## src/rtl/ls_counter_pkg.sv

```systemverilog
// Shared constants and helpers for the ls_counter family of modulo counters.
package ls_counter_pkg;

  localparam logic DIR_UP   = 1'b1;
  localparam logic DIR_DOWN = 1'b0;

  // Terminal (last) value of a modulo-MODULUS sequence; caller truncates to WIDTH.
  function automatic logic [31:0] terminal_value(input longint unsigned modulus);
    return 32'(modulus - 64'd1);
  endfunction

endpackage

```

## src/rtl/ls_counter_next.sv

```systemverilog
// Combinational next-count logic for ls_counter_n: modulo up/down step and wrap flag.
module ls_counter_next
  import ls_counter_pkg::*;
#(
  parameter int unsigned     WIDTH   = 4,
  parameter longint unsigned MODULUS = 64'd1 << WIDTH
) (
  input  logic [WIDTH-1:0] q,
  input  logic             up,
  output logic [WIDTH-1:0] q_next,
  output logic             at_term,
  output logic             wrap
);

  localparam logic [WIDTH-1:0] TERM = WIDTH'(terminal_value(MODULUS));

  always_comb begin
    q_next  = q;
    // Up direction treats any out-of-range loaded value as terminal.
    at_term = (up == DIR_UP) ? (q >= TERM) : (q == '0);
    wrap    = at_term;
    if (up == DIR_UP) begin
      q_next = at_term ? '0 : q + WIDTH'(1);
    end else begin
      q_next = at_term ? TERM : q - WIDTH'(1);
    end
  end

endmodule

```

## src/rtl/ls_counter_n.sv

```systemverilog
// Loadable modulo-N up/down counter with ripple carry and wrap pulse.
// Optional compare/match output enabled by defining LS_COUNTER_MATCH_EN.
module ls_counter_n
  import ls_counter_pkg::*;
#(
  parameter int unsigned     WIDTH   = 4,
  parameter longint unsigned MODULUS = 64'd1 << WIDTH
) (
  input  logic             CLK,
  input  logic             CLR_n,
  input  logic [WIDTH-1:0] D,
  input  logic             LOAD_n,
  input  logic             ENP,
  input  logic             ENT,
  input  logic             UP,
  output logic [WIDTH-1:0] Q,
  output logic             RCO,
  output logic             WRAP
`ifdef LS_COUNTER_MATCH_EN
  ,
  input  logic [WIDTH-1:0] CMP,
  output logic             MATCH
`endif
);

  if (WIDTH < 2 || WIDTH > 32) begin : g_bad_width
    $error("ls_counter_n: WIDTH must be in 2..32");
  end
  if (MODULUS < 2 || MODULUS > (64'd1 << WIDTH)) begin : g_bad_modulus
    $error("ls_counter_n: MODULUS must be in 2..2**WIDTH");
  end

  logic [WIDTH-1:0] q_q, q_d, cnt_next;
  logic             wrap_q, wrap_d;
  logic             cnt_term, cnt_wrap;

  ls_counter_next #(
    .WIDTH   (WIDTH),
    .MODULUS (MODULUS)
  ) u_next (
    .q       (q_q),
    .up      (UP),
    .q_next  (cnt_next),
    .at_term (cnt_term),
    .wrap    (cnt_wrap)
  );

  always_comb begin
    q_d    = q_q;
    wrap_d = 1'b0;
    if (!LOAD_n) begin
      q_d = D;
    end else if (ENP && ENT) begin
      q_d    = cnt_next;
      wrap_d = cnt_wrap;
    end
  end

  always_ff @(posedge CLK or negedge CLR_n) begin
    if (!CLR_n) begin
      q_q    <= '0;
      wrap_q <= 1'b0;
    end else begin
      q_q    <= q_d;
      wrap_q <= wrap_d;
    end
  end

  assign Q    = q_q;
  assign WRAP = wrap_q;
  assign RCO  = ENT & cnt_term;

`ifdef LS_COUNTER_MATCH_EN
  logic match_q;

  always_ff @(posedge CLK or negedge CLR_n) begin
    if (!CLR_n) begin
      match_q <= 1'b0;
    end else begin
      match_q <= (q_d == CMP);
    end
  end

  assign MATCH = match_q;
`else
  // No compare state in the base configuration.
`endif

endmodule

```

## config.mk

```make
export PLATFORM = sky130hd
export DESIGN_NAME = ls_counter_n
export DESIGN_NICKNAME = d
export VERILOG_FILES = /design/src/rtl/ls_counter_pkg.sv /design/src/rtl/ls_counter_next.sv /design/src/rtl/ls_counter_n.sv
export SDC_FILE = /design/constraint.sdc
export NUM_CORES = 1
export LEC_CHECK = 0
export CAP_MARGIN = 20
export CORE_ASPECT_RATIO = 0.9
export CORE_MARGIN = 1.5
export CORE_UTILIZATION = 27
export DETAILED_ROUTE_END_ITERATION = 10
export PLACE_DENSITY_LB_ADDON = 0.25
export SLEW_MARGIN = 30
export SYNTH_ARGS = -nofsm -noshare
export SYNTH_HDL_FRONTEND = slang
export SYNTH_HIERARCHICAL = 1
export SYNTH_SLANG_ARGS = --single-unit
export TNS_END_PERCENT = 1
```

## constraint.sdc

```tcl
create_clock -name CLK -period 1.69 [get_ports CLK]
set_input_delay 0.338 -clock CLK [delete_from_list [all_inputs] [get_ports CLK]]
set_output_delay 0.338 -clock CLK [all_outputs]
set_load 0.005 [all_outputs]
```

==> impl_results.md, run 1 <==
* Cells after Synth at 54
* Net Count, Synth at 66
* Final Cell Area at around 750 um^2
* Iteration count of the initial detailed-routing pass at 4
* Final setup fails at 2
* Row count at 13
* Synth Flop Type: dfrtp_1
* Die Height at 42.13 um
* Clock net sink count at 5
* RSZ-0062 raised after global routing: true
* H-tree lvl count at 1
* CP arrival at about 1.5 ns
* CP Class: reg -> out
* Mapped Area at about 460 um^2
* Initial drt markers at 5
* DRT antenna net count at 0
* Hold Crit Class: in -> async
* Number of antenna violations at the first check in global routing at 0
* Ys async rst share at 1.000
* Met2 WL post-DR at 564 um
* Overflow after GRT at 0
* WL met3 at 50 um
* CP Max Fanout at 2
* Largest net degree at the start of global routing at 10
* Vias at roughly 480
* CTS tree: built
* Crit start category: register
* First-pass GRT wire length at roughly 1900 um
* I/O pin count at 16
* Sequential share of the synthesized area at 0.2725
* Tcrit/Tclk final at 1.064
* NumNets Final at 93
* Min setup slack post-route at -0.1074 ns
* Routed WL at roughly 1200 um
* Placed Area at 671.9 um^2
* R2R Setup Slk at -0.08 ns
* Die area at ~0.0020 mm^2
* LEAKAGE at 0.0003623 uW
* Post-DR vias/cell at around 4.7
* Maximum clock rate at 0.5564 GHz
* Status: complete, but fails checks
* Metal-1 WL at 560 um
* DPL Wire Length at 883.5 um
* Residual DRC at 0
* Number of flops mapped to enable cells by yosys at 0
* Dpl ws at -0.5141 ns
* Initial Utilization at 0.3036
* Clk buf depth at 2
* Final min period at 1.797 ns
* IR drop worst, VDD at approximately 0.00035 V
* Element type at the critical path end: output port
* Vias in the first global route at 448
* Slew Limit Fails at 0
* CP Data Required Time at 1.35 ns
* P per Cell Area at 668.0 mW/mm^2
* P&R area growth vs syn at 63.22%
* Synthesis warning total at 6
* Fin. Hold Viols at 0
* Port Buffers at 15
* Synth cell types at 24
* Cts bufs inserted at 3
* Syn Area/Cell at 8.504 um^2
* Core ar. at 0.001513 mm^2
* Reg clk slew, reported paths at 0.04 ns
* GPL Wtd Cong at 0.7651
* Tot GR Track Use at 0.1320
* Synth Register Bits at 5
* Total chip power at 500.7 uW
* Routed wire length per instance at 11.52 um
* Max Used Layer: met3
* Die Wd at 46.47 um
* Clock skew at approximately 0.0031 ns
* Failing checks: setup timing
* Ant. Diodes at 0
* Fraction of final layout cells with drive strength greater than 1 at 0.2875
* CTS root buffer: clkbuf_4
* Worst Max-Slew Pin Slew at 0.2915 ns
* Slew margin rel. at 0.8050
* Max-Cap Viols at 0
* Clock latency on the worst-skew pair at 0.25 ns
## logic make-up after synthesis
kind of cell,share of synthesized area
AO/OA/AOI/OAI,0.2616
XOR/XNOR,0.03815
adder cells (fa/ha/maj),0.05449
buffers and inverters,0.1362
flip-flops,0.2725
multiplexers,0.02180
AND/OR/NAND/NOR,0.2153
## worst paths after layout
| check | from | end | depth (start not counted) |
|---|---|---|---|
| max reg2reg | Q[2] | Q[3] | 8 |
| min | CLR_n | Q[1] | 1 |
| min reg2reg | Q[3] | Q[0] | 4 |
| max in group asynchronous | CLR_n | Q[2] | 1 |
| min in group CLK | D[0] | Q[0] | 3 |
| max | Q[1] | RCO | 6 |
## layer usage
layer  global-route usage  vias to the layer above
met3              0.05172                        0
met1               0.1766                      225
met4              0.01714                        0
li1                     -                      243
met2               0.2028                       11
met5                    0                        -
## state kept, by name (all words and copies together) (netlist names)
name / flops
Q: 4
WRAP: 1
## final cells by class
cell class                      instances  area (um^2)
Inverter                                4        15.01
Multi-Input combinational cell         39        302.8
Clock buffer                            4        26.28
Tap cell                               22        27.53
Timing Repair Buffer                   28        252.7
Fill cell                             157        763.2
Sequential cell                         5        125.1
## cell usage after synthesis (2+ instances only)
library cell	instances	share of area
nor2_1	7	0.057
a31oi_1	5	0.068
dfrtp_1	5	0.27
nand3_1	5	0.054
a21bo_1	4	0.087
inv_1	4	0.033
buf_2	2	0.022
buf_4	2	0.033
buf_6	2	0.049
ha_1	2	0.054
nand2_1	2	0.016
xnor2_1	2	0.038
## placed cells by master (no fill, tap or decap), types with 2 or more instances in the layout
master | Yosys | routed
inv_1 | 4 | 3
xnor2_1 | 2 | 2
a31oi_1 | 5 | 5
dfrtp_1 | 5 | 5
nand3_1 | 5 | 4
nand2_1 | 2 | 2
clkbuf_4 | 0 | 3
a21bo_1 | 4 | 4
dlygate4sd2_1 | 0 | 3
buf_4 | 2 | 10
nor2_1 | 7 | 7
clkdlybuf4s50_1 | 0 | 10
buf_6 | 2 | 3
## stage by stage
stage | TNS (ns) | instances | hold slack (ns) | utilization
detailed placement | -0.6728 | 96 | 0.5799 | 0.4442
floorplan | 0 | 54 | 0.04241 | -
global placement | -0.5918 | 96 | 0.5823 | 0.4442
global route | -0.3551 | 102 | 0.3356 | 0.4955
finish | -0.1827 | 102 | 0.3118 | 0.4955
CTS | -0.1494 | 101 | 0.3189 | 0.4847
## where the power goes
group	internal [uW]	leakage, uW	switching, uW
Combinational	126	0.000288	91.9
Clock	89.5	0.0000150	52.1
Sequential	131	0.0000594	9.87
Total	347	0.000362	154
## critical path, stage by stage, from the launching register on
cell     delay (ns)
dfrtp_1        0.40
inv_1          0.07
ha_2           0.18
nor3b_4        0.20
a21o_1         0.16
and2_1         0.11
buf_2          0.10
## timing repair
action                                  in CTS  in global routing
gates resized for setup                     15                  3
endpoints found under the setup margin       4                  3
pin swaps                                    5                  1
hold buffers                                 0                  0
setup buffers                                1                  1
Power figures use the tool's default switching activity.
==> run 2: changes to the inputs <==
--- a/config.mk
+++ b/config.mk
@@ -5,8 +5,8 @@
 export SDC_FILE = /design/constraint.sdc
 export NUM_CORES = 1
 export LEC_CHECK = 0
+export ABC_AREA = 1
 export CAP_MARGIN = 20
-export CORE_ASPECT_RATIO = 0.9
 export CORE_MARGIN = 1.5
 export CORE_UTILIZATION = 27
 export DETAILED_ROUTE_END_ITERATION = 10
==> run 2 against run 1 <==
  * The flow now finishes without violations
  * Register-to-register slack better by 0.22 ns
  * Total power is 38% higher
  * Wire length rose by 13%
  * Critical endpoint unchanged
  * Highest routed layer is now met4
==> impl_results.md, run 2 <==
* CP Max Fanout at 4
* Sw Ratio at 0.3492
* DPL Wire Length at between 800 and 900 um
* Element type at the critical path end: output port
* Leading cell type in the layout, fill and taps excluded: nand2_1
* Clk buf depth at 2
* Largest area contributor in the netlist: nand2_1
* Slew margin rel. at 0.8293
* Row count at 14
* Synth Register Bits at 5
* Die Wd at ~43 um
* CP arrival at approximately 1.3 ns
* IR drop worst, VDD at 0.0005089 V
* Setup crit start: Q[1]
* Clock net sink count at 5
* Met2 global-route usage at 0.2746
* Post-DR vias/cell at between 4 and 5
* XOR/XNOR share of the synthesized area at 0.04023
* Most instantiated cells after synthesis: nand2_1 (37), nand3_1 (6), dfrtp_1 (5), inv_1 (5), nor2_1 (5)
* Most common cell in the synthesized netlist: nand2_1
* H-tree lvl count at 1
* CTS tree: built
* Routed wire length per instance at ~11 um
* Slew Limit Fails at 0
* Grt met1 use at 0.1964
* CTS root buffer: clkbuf_4
* I/O pin count at 16
* Max reg flops at 4
* Combinational share of power at 0.559
* Final min period at 1.678 ns
* Ys async rst share at 1.000
* Adder-cell area share of the yosys netlist at 0.05747
* Largest net degree at the start of global routing at 11
* Vias at 543
* Synth Area in Compound Gates at 0.01149
* RSZ-0062 raised after global routing: true
* CP Data Required Time at 1.35 ns
* Synth Flop Type: dfrtp_1
* Initial Utilization at 0.2890
* P per Cell Area at 874.2 mW/mm^2
* Internal Power at between 400 and 500 uW
* Final core occ at 0.5249
* GR Util met3 at 0.04255
* Syn Area/Cell at 6.220 um^2
* GPL Wtd Cong at around 0.90
* LEAKAGE at 0.0004322 uW
* Most Crowded Layer GR: met2
* Post-Synth Simple-Gate Area at 0.5086
* Reg clk slew, reported paths at ~0.050 ns
* Status: finished clean
* Vias in the first global route at between 500 and 600
* Clock latency on the worst-skew pair at 0.25 ns
* Die Height at 43.16 um
* R2R Setup Slk at 0.14 ns
* Port Buffers at 15
* Ant. Diodes at 0
* Core ar. at 0.001506 mm^2
* Die area at between 0.0015 and 0.002 mm^2
* Max-Cap Viols at 0
* Tot GR Track Use at 0.1623
* Clock power frac at 0.201
* NumNets Final at 119
* CP Class: reg -> out
* Worst Max-Slew Pin Slew at 0.2554 ns
* Area contributors post-synth: nand2_1 (32%), dfrtp_1 (29%), nand3_1 (6.9%)
* Initial drt markers at 12
* Clock skew at 0.009603 ns
* Mapped Area at between 400 and 500 um^2
* Cts bufs inserted at 3
* Fin. Hold Viols at 0
* Multiplexer area fraction after synthesis at 0
* Tcrit/Tclk final at 0.9928
* Hold Crit Class: in -> async
* P&R area growth vs syn at 81.61%
* Net Count, Synth at 82
* Top cell type's share of synthesized area at 0.3190
* Overflow after GRT at 0
* Residual DRC at 0
* Final setup fails at 0
* Fraction of final layout cells with drive strength greater than 1 at 0.3208
* DRT antenna net count at 0
* First-pass GRT wire length at 2242 um
* Most frequent cells in the layout: nand2_1 (36), buf_4 (16), clkdlybuf4s50_1 (13), nand3_1 (6), nor2_1 (5)
* Reg2reg start: Q[1]
* Crit start category: register
* Synth cell types at 16
* Cells after Synth at 70
* Routed WL at approximately 1300 um
* Maximum clock rate at 0.5960 GHz
* Final hold slack at approximately 0.32 ns
* Synthesis warning total at 6
* Number of antenna violations at the first check in global routing at 0
* Switching power total at 241.4 uW
* Sequential share of power at 0.240
* Iteration count of the initial detailed-routing pass at 4
* Main combinational cell family by area after synthesis: simple AND/OR/NAND/NOR gates
* Number of flops mapped to enable cells by yosys at 0
* Sequential share of the synthesized area at 0.2874
run 2: cell count changes after synthesis, sizes merged, moves of 2 or more:
| cell | previous run | this run |
|---|---|---|
| nand2 | 2 | 39 |
| a31oi | 5 | 0 |
| a21bo | 4 | 0 |
| buf | 6 | 2 |
| inv | 4 | 6 |
| nand3 | 5 | 7 |
| nor2 | 7 | 5 |
run 2: worst paths after layout:
kind / endpoint / depth (start not counted)
min reg2reg: Q[3] / 3
min: Q[0] / 1
max reg2reg: Q[3] / 15
min in group CLK: Q[3] / 3
max in group asynchronous: Q[1] / 1
max: RCO / 8
run 2: layer usage:
layer	share of wire	up-vias	routed length (um)
met5	0	-	0
met4	0.014	0	18
met3	0.041	2	54
met2	0.49	14	651
met1	0.46	241	607
li1	-	286	-
run 2: cells by family after synthesis:
kind of cell,after synthesis
AND/OR/NAND/NOR,52
buffers and inverters,8
AO/OA/AOI/OAI,1
flip-flops,5
XOR/XNOR,2
adder cells (fa/ha/maj),2
run 2: area by class of cell:
cell class | count | area (um^2)
Tap cell | 16 | 20.02
Clock buffer | 3 | 22.52
Inverter | 6 | 22.52
Multi-Input combinational cell | 57 | 296.5
Sequential cell | 5 | 126.4
Timing Repair Buffer | 34 | 297.8
Clock inverter | 1 | 5.005
Fill cell | 145 | 715.7
run 2: worst max-delay path: stages, from the launching register on:
cell and delay [ns]:
dfrtp_2 0.44, inv_2 0.09, buf_6 0.10, ha_4 0.12, nand3_2 0.09, nand2_2 0.08, nand2_1 0.05, inv_1 0.04
buf_2 0.10
run 2: metrics by stage:
step                setup slack, ns  std cells  instance area, um^2  total power (uW)   TNS, ns
floorplan                    0.4000         70                435.4             303.9         0
global placement            -0.2896        111                676.9             461.4   -0.2896
detailed placement          -0.2955        111                676.9             458.5   -0.2955
CTS                         0.03392        123                780.7             673.6         0
global route               -0.06335        122                790.8             745.7  -0.09211
finish                      0.01213        122                790.8             691.3         0
run 2: power groups by stage:
stage / Sequential (uW) / Clock [uW] / Combinational (uW)
3_3_place_gp: 160 / 0 / 301
4_1_cts: 159 / 140 / 374
6_report: 166 / 139 / 386
2_1_floorplan: 169 / 0 / 134
3_5_place_dp: 160 / 0 / 298
5_1_grt: 168 / 153 / 425
run 2: repair_timing:
action | in CTS | in global routing
hold buffers | 0 | 0
endpoints found under the setup margin | 1 | 4
gates cloned | 0 | 0
pin swaps | 6 | 5
resized for setup | 12 | 4
buffers inserted | 10 | 0
==> run 3: changes to the inputs <==
--- a/config.mk
+++ b/config.mk
@@ -11,6 +11,7 @@
 export CORE_UTILIZATION = 27
 export DETAILED_ROUTE_END_ITERATION = 10
 export PLACE_DENSITY_LB_ADDON = 0.25
+export SKIP_LAST_GASP = 1
 export SLEW_MARGIN = 30
 export SYNTH_ARGS = -nofsm -noshare
 export SYNTH_HDL_FRONTEND = slang
==> run 3 against run 2 <==
  * The flow now finishes with violations (setup timing)
  * Worst setup slack got worse by 0.028 ns
  * Sequential power barely moved
  * Clock power barely moved
  * Largest cell class unchanged
==> impl_results.md, run 3 (same netlist as run 2, synthesis figures left out) <==
* Reg2Reg Capture Point: Q[3]
* Clock net sink count at 5
* CP arrival at 1.37 ns
* H-tree lvl count at 1
* Crit path largest cell delay at 0.43 ns
* Critical path buffer and inverter count at 3
* Worst path slowest cell: clkdlybuf4s50_1
* Overflow after GRT at 0
* Initial drt markers at 11
* Max-Cap Viols at 0
* Dpl ws at -0.2955 ns
* CP Class: reg -> out
* Crit-path cells: buf_4 -> buf_4 -> clkdlybuf4s50_1
* Most frequent cells in the layout: nand2_1 (36), buf_4 (16), clkdlybuf4s50_1 (14), nand3_1 (6), nor2_1 (5)
* Status: complete, but fails checks
* Met2 global-route usage at 0.2746
* LEAKAGE at 0.0004288 uW
* First-pass GRT wire length at 2242 um
* GR Util met3 at 0.04255
* Element type at the critical path end: output port
* IR drop worst, VDD at 0.0005069 V
* Clock skew at 0.009681 ns
* Cts bufs inserted at 3
* Vias at 539
* Die Wd at 43.16 um
* Hold Crit Class: in -> async
* Fill cells at 147
* DPL Wire Length at 868.1 um
* P per Cell Area at 880.9 mW/mm^2
* CTS tree: built
* Tot GR Track Use at 0.1623
* Fraction of final layout cells with drive strength greater than 1 at 0.3208
* Reg2Reg Depth at 15
* Post-DR vias/cell at 4.418
* P&R area growth vs syn at 79.60%
* Iteration count of the initial detailed-routing pass at 4
* Die Height at 43.16 um
* Initial Utilization at 0.2890
* I/O pin count at 16
* Residual DRC at 0
* Failing checks: setup timing
* Placed Area at approximately 680 um^2
* Port Buffers at 15
* Reg2reg start: Q[1]
* Clk buf depth at 2
* Most Crowded Layer GR: met2
* Clock latency on the worst-skew pair at 0.25 ns
* Final hold slack at 0.3165 ns
* Ant. Diodes at 0
* Row count at 14
* GPL Wtd Cong at 0.9009
* Cell class contributing the biggest share of worst-path delay: buffers and inverters
* Crit-path most repeated cell: buf_4
* Min setup slack post-route at -0.01539 ns
* CP Data Required Time at 1.35 ns
* Worst Max-Slew Pin Slew at 0.2610 ns
* Routed wire length per instance at 10.92 um
* Core ar. at between 0.0015 and 0.002 mm^2
* CTS root buffer: clkbuf_4
* R2R Setup Slk at 0.13 ns
* Die area at 0.001862 mm^2
* Final min period at 1.705 ns
* Hold buffers post-CTS at 0
* RSZ-0062 raised after global routing: true
* Area occupied by multi-input gates at 286.5 um^2
* Crit start category: register
* Fin. Hold Viols at 0
* Tcrit/Tclk final at 1.009
* Vias in the first global route at 517
* Grt met1 use at 0.1964
* Slew margin rel. at 0.8256
* NumNets Final at 119
* Final setup fails at 1
* Max reg flops at 4
* Number of antenna violations at the first check in global routing at 0
* Routed WL at around 1300 um
* Reg clk slew, reported paths at 0.05 ns
* CP Max Fanout at 3
* Register area at ~130 um^2
* DRT antenna net count at 0
* Slew Limit Fails at 0
* Leading cell type in the layout, fill and taps excluded: nand2_1
* Largest net degree at the start of global routing at 11
* Total chip power at 688.9 uW
* Maximum clock rate at 0.5864 GHz
* Final Cell Area at 782.0 um^2
==> run 3: cell count changes in the layout (fill, tap and decap cells not counted), sizes merged <==
| cell | change |
|---|---|
| clkdlybuf4s50 | +1 |
| dlygate4sd2 | -1 |
==> run 3: report_power, final <==
part           internal (uW)  leakage (uW)  switching, uW
registers                140     0.0000621           24.5
logic                    225      0.000349            161
clock network           85.8     0.0000177           53.1
==> run 3: metrics by stage <==
step,utilization,TNS (ns),std cells
after floorplan,-,0,70
after global placement,0.4493,-0.2896,111
after detailed placement,0.4493,-0.2955,111
after CTS,0.5233,-0.06848,123
after global routing,0.5191,-0.1586,122
final,0.5191,-0.01539,122
==> run 3: timing repair <==
action,CTS,global route
endpoints found under the setup margin,1,5
buffers inserted,10,0
pin swaps,6,4
resized for setup,10,4
==> run 3: layer usage <==
metal  up-vias  part of all wire
met5         -                 0
met4         0             0.014
met3         2             0.040
met2        13              0.49
met1       236              0.45
li1        288                 -
==> run 3: how the worst max path moves through the flow <==
stage | startpoint | to | slack, ns | cells after the start
floorplan | Q[0] | Q[3] | 0.40 | 12
global placement | UP | RCO | -0.29 | 6
detailed placement | UP | RCO | -0.30 | 6
CTS | Q[1] | RCO | -0.05 | 8
global route | Q[1] | RCO | -0.07 | 7
finish | Q[0] | Q[0] | -0.02 | 3
==> run 3: area by class of cell <==
type                            instances  area share
Timing Repair Buffer                   34      0.3824
Clock inverter                          1    0.006400
Multi-Input combinational cell         57      0.3664
Clock buffer                            3     0.02880
Tap cell                               16     0.02560
Inverter                                6     0.02880
Sequential cell                         5      0.1616
